## config.mk

```make
export PLATFORM = sky130hd
export DESIGN_NAME = serial_frame_ctrl
export DESIGN_NICKNAME = d
export VERILOG_FILES = /design/src/rtl/serial_frame_ctrl.sv
export SDC_FILE = /design/constraint.sdc
export NUM_CORES = 1
export LEC_CHECK = 0
export BUFFER_PORTS_ARGS = -buffer_cell sky130_fd_sc_hd__buf_4
export CORE_AREA = 2 2 39 41
export CTS_CLUSTER_DIAMETER = 60
export DETAILED_ROUTE_END_ITERATION = 8
export DIE_AREA = 0 0 41 43
export GPL_TIMING_DRIVEN = 0
export PLACE_DENSITY = 0.73
export SLEW_MARGIN = 15
export SYNTH_ARGS = -nofsm -noshare
export SYNTH_HDL_FRONTEND = slang
export SYNTH_SLANG_ARGS = --single-unit
```

## constraint.sdc

```tcl
create_clock -name clk -period 3.7 [get_ports clk]
set_clock_uncertainty 0.15 [all_clocks]
set_input_delay 0.185 -clock clk [delete_from_list [all_inputs] [get_ports clk]]
set_output_delay 0.185 -clock clk [all_outputs]
set_load 0.05 [all_outputs]
```

## src/rtl/serial_frame_ctrl.sv

```systemverilog
// Serial-in frame controller: a start pulse opens a frame, WIDTH gated strobes shift bits
// in MSB-first, and each completed word lands in a one-entry valid/ready buffer with overrun flag.
module serial_frame_ctrl #(
  parameter int WIDTH = 4
) (
  input  logic             clk,
  input  logic             reset,
  input  logic             start_i,
  input  logic             en_i,
  input  logic             x_i,
  input  logic             ready_i,
  input  logic             clr_i,
  output logic [WIDTH-1:0] word_o,
  output logic             valid_o,
  output logic             busy_o,
  output logic             ovf_o
);

  localparam int CW = $clog2(WIDTH);

  typedef enum logic {IDLE, SHIFT} state_t;

  state_t           state_reg;
  logic [CW-1:0]    cnt_reg;
  // The top register bit would only ever be shifted out, so WIDTH-1 bits suffice.
  logic [WIDTH-2:0] sr_reg;
  logic [WIDTH-1:0] shift_next;
  logic             last_bit;

  assign shift_next = {sr_reg, x_i};
  assign last_bit   = (cnt_reg == CW'(WIDTH - 1));

  always_ff @(posedge clk) begin
    if (!reset) begin
      state_reg <= IDLE;
      cnt_reg   <= '0;
      sr_reg    <= '0;
      word_o    <= '0;
      valid_o   <= 1'b0;
      busy_o    <= 1'b0;
      ovf_o     <= 1'b0;
    end else begin
      if (valid_o && ready_i)
        valid_o <= 1'b0;
      if (clr_i)
        ovf_o <= 1'b0;

      // A completing frame below overrides the transfer/clear defaults above.
      case (state_reg)
        IDLE: begin
          if (start_i) begin
            state_reg <= SHIFT;
            busy_o    <= 1'b1;
            cnt_reg   <= '0;
            sr_reg    <= '0;
          end
        end
        SHIFT: begin
          if (en_i) begin
            sr_reg  <= shift_next[WIDTH-2:0];
            cnt_reg <= cnt_reg + CW'(1);
            if (last_bit) begin
              state_reg <= IDLE;
              busy_o    <= 1'b0;
              if (!valid_o || ready_i) begin
                word_o  <= shift_next;
                valid_o <= 1'b1;
              end else begin
                ovf_o <= 1'b1;
              end
            end
          end
        end
        default: state_reg <= IDLE;
      endcase
    end
  end

endmodule

```

==> flow_summary.json <==
{
  "critPathRequiredTime_ns": 3.76,
  "dieArea_um2": 1763,
  "final_nets": 80,
  "grtUsageTotal_pct": 11.49,
  "max_freq_mhz": 766.8,
  "cts_resized": 0,
  "pin_count": 14,
  "hold_path_class": "in2reg",
  "grt_max_degree": 11,
  "n_fill_cell": 134,
  "place_hpwl_um": 636.7,
  "hold_viol_final": 0,
  "slew_viol_final": 0,
  "cts_buffers": 3,
  "seq_area_um2": 260.3,
  "syn_nets": 61,
  "hold_path_end": "word_o[0]",
  "cap_viol_max_count": 0,
  "clkSinkCount": 13,
  "drive_above_1_share_pct": 29.58,
  "ys_ff_latch": 13,
  "hold_path_depth": 3,
  "antenna_found_initial": 0,
  "insertion_delay_ns": 0.28,
  "post_drt_wl_per_cell_um": 9.529,
  "hold_ws_ns": 0.01875,
  "clk_path_buf_depth": 2,
  "hp-start": "x_i",
  "r2r_end": "word_o[3]",
  "yosysWarnings": 0,
  "synth_cell_types": 18,
  "ant_nets": 0,
  "slew_headroom_pct": 80.45,
  "grt.overflow.total": 0,
  "r2r.worst_path.cells": 5,
  "coreArea_um2": 1384,
  "rsz0062_at_grt": "no",
  "grt_pass1_wl_um": 1338,
  "rows": 14,
  "clk_pin_slew_ns": 0.08,
  "irDropWorstVdd_uv": 176.6,
  "synth-edff-count": 0,
  "p_leak_uw": 0.0002699,
  "worstSetupPathType": "reg2reg",
  "worstMarginPinSlew_ns": 0.2876,
  "outcome": "completed",
  "synth_flop_cell": "dfxtp_1",
  "fp.dieW_um": 41,
  "powerDensity_nw_per_um2": 381.6,
  "syn_inst": 53,
  "antennaDiodeCount": 0,
  "fin_crit_sh_pct": 35.25,
  "cp_max_fo": 4,
  "routed_wl_um": 829,
  "setup_viol": 0,
  "yosysSeqAreaShare_pct": 50.24,
  "drt-initial-drc-count": 10,
  "drcViolationCount": 0,
  "worst-r2r-setup-slack_ns": 2.40,
  "setup_ws_ns": 2.396,
  "vias": 407,
  "io_buffers": 13,
  "syn_area_per_cell_um2": 9.774,
  "cts_tree": "done",
  "cp-start-kind": "flop",
  "worstPathArrival_ns": 1.36,
  "initial_core_util_pct": 37.43,
  "vias_per_cell": 4.678,
  "fin_setup_tns_ns": 0,
  "async_flop_share_pct": 0,
  "crit-reg2reg-launch": "cnt_reg[0]",
  "die_height_um": 43,
  "end_kind": "flop",
  "largest_reg_flops": 4,
  "syn_area_um2": 518.0,
  "period_minus_slack_ns": 1.304,
  "multi_input_area_um2": 237.7,
  "cts_hold_buf": 1,
  "clockRootBuffer": "clkbuf_4",
  "area_growth_pct": 29.71,
  "firstDrtPassIters": 4,
  "pre_cts_ws_ns": 2.388,
  "post_cts_buffers": 0,
  "ctsHtreeMaxLevel": 1,
  "place_congestion": 0.6218,
  "grt_pass1_vias": 358
}
## cell type report
cell class | instances | share of cell area, %
flip-flops and latches | 13 | 38.73
multi-input cells | 36 | 35.38
repair buffers | 14 | 16.01
clock buffers | 4 | 3.911
well taps | 16 | 2.980
plain buffers | 2 | 1.862
inverters | 2 | 1.117
## Yosys cell counts (2+ instances only)
master | number | share of area [%]
nor2_1 | 3 | 2.2
a22oi_1 | 4 | 5.8
nor2b_1 | 6 | 7.2
nand2_1 | 9 | 6.5
mux2i_1 | 5 | 9.7
inv_1 | 2 | 1.4
dfxtp_1 | 13 | 50
## cells by family (layout without fill, tap and decap cells)
family,count (synthesis),count (layout),synth area share (%)
simple gates,22,22,21.74
buf+inv,4,22,3.865
flops,13,13,50.24
fa+ha+maj,1,1,2.415
mux,6,6,12.32
compound gates,7,7,9.421
## power by group
part | total, µW | internal, µW | switching (µW)
Sequential | 145 | 143 | 2.34
Combinational | 22.7 | 11.4 | 11.3
Clock | 88.8 | 41.9 | 46.9
Total | 256 | 196 | 60.6
## critical path, stage by stage, from the launching register on
cell and delay [ns]:
dfxtp_1 0.35, ha_1 0.17, nand3_2 0.10, nor2b_1 0.13, buf_4 0.15, mux2i_1 0.18
## worst max path at each step
| stage | start | end | slack [ns] | depth (start not counted) |
|---|---|---|---|---|
| floorplan | valid_o | word_o[0] | 2.30 | 4 |
| global placement | cnt_reg[0] | word_o[3] | 2.42 | 5 |
| detailed placement | cnt_reg[0] | word_o[3] | 2.39 | 5 |
| CTS | cnt_reg[0] | word_o[3] | 2.37 | 5 |
| global route | cnt_reg[1] | word_o[3] | 2.26 | 5 |
| finish | cnt_reg[0] | word_o[3] | 2.40 | 5 |
## layer usage
layer / wire (µm) / vias to the layer above / track usage, % / share of wire [%]
met5: 0 / - / 0 / 0
met4: 26 / 0 / 10.00 / 3.1
met3: 64 / 3 / 3.141 / 7.7
met2: 396 / 15 / 18.13 / 48
met1: 341 / 175 / 11.40 / 41
li1: - / 214 / - / -
## cells in the final DEF (no fill, tap or decap)
cell / n
buf_4: 14
dfxtp_1: 13
nand2_1: 9
nor2b_1: 6
mux2i_1: 5
a22oi_1: 4
nor2_1: 3
clkbuf_4: 3
inv_1: 2
buf_2: 1
nand3_2: 1
nand2b_1: 1
and2_2: 1
mux2i_2: 1
o22ai_1: 1
and2_1: 1
a21boi_0: 1
a21oi_1: 1
ha_1: 1
clkbuf_1: 1
dlygate4sd3_1: 1
## through the flow
stage | util [%] | area [µm²] | power, µW | cells
after floorplan | - | 518.0 | 160.6 | 53
after detailed placement | 45.93 | 635.6 | 170.4 | 82
after CTS | 48.55 | 671.9 | 259.6 | 87
final | 48.55 | 671.9 | 256.4 | 87
after global routing | 48.55 | 671.9 | 267.1 | 87
after global placement | 45.93 | 635.6 | 170.0 | 82
No activity file was read; power rests on OpenSTA's default activity.
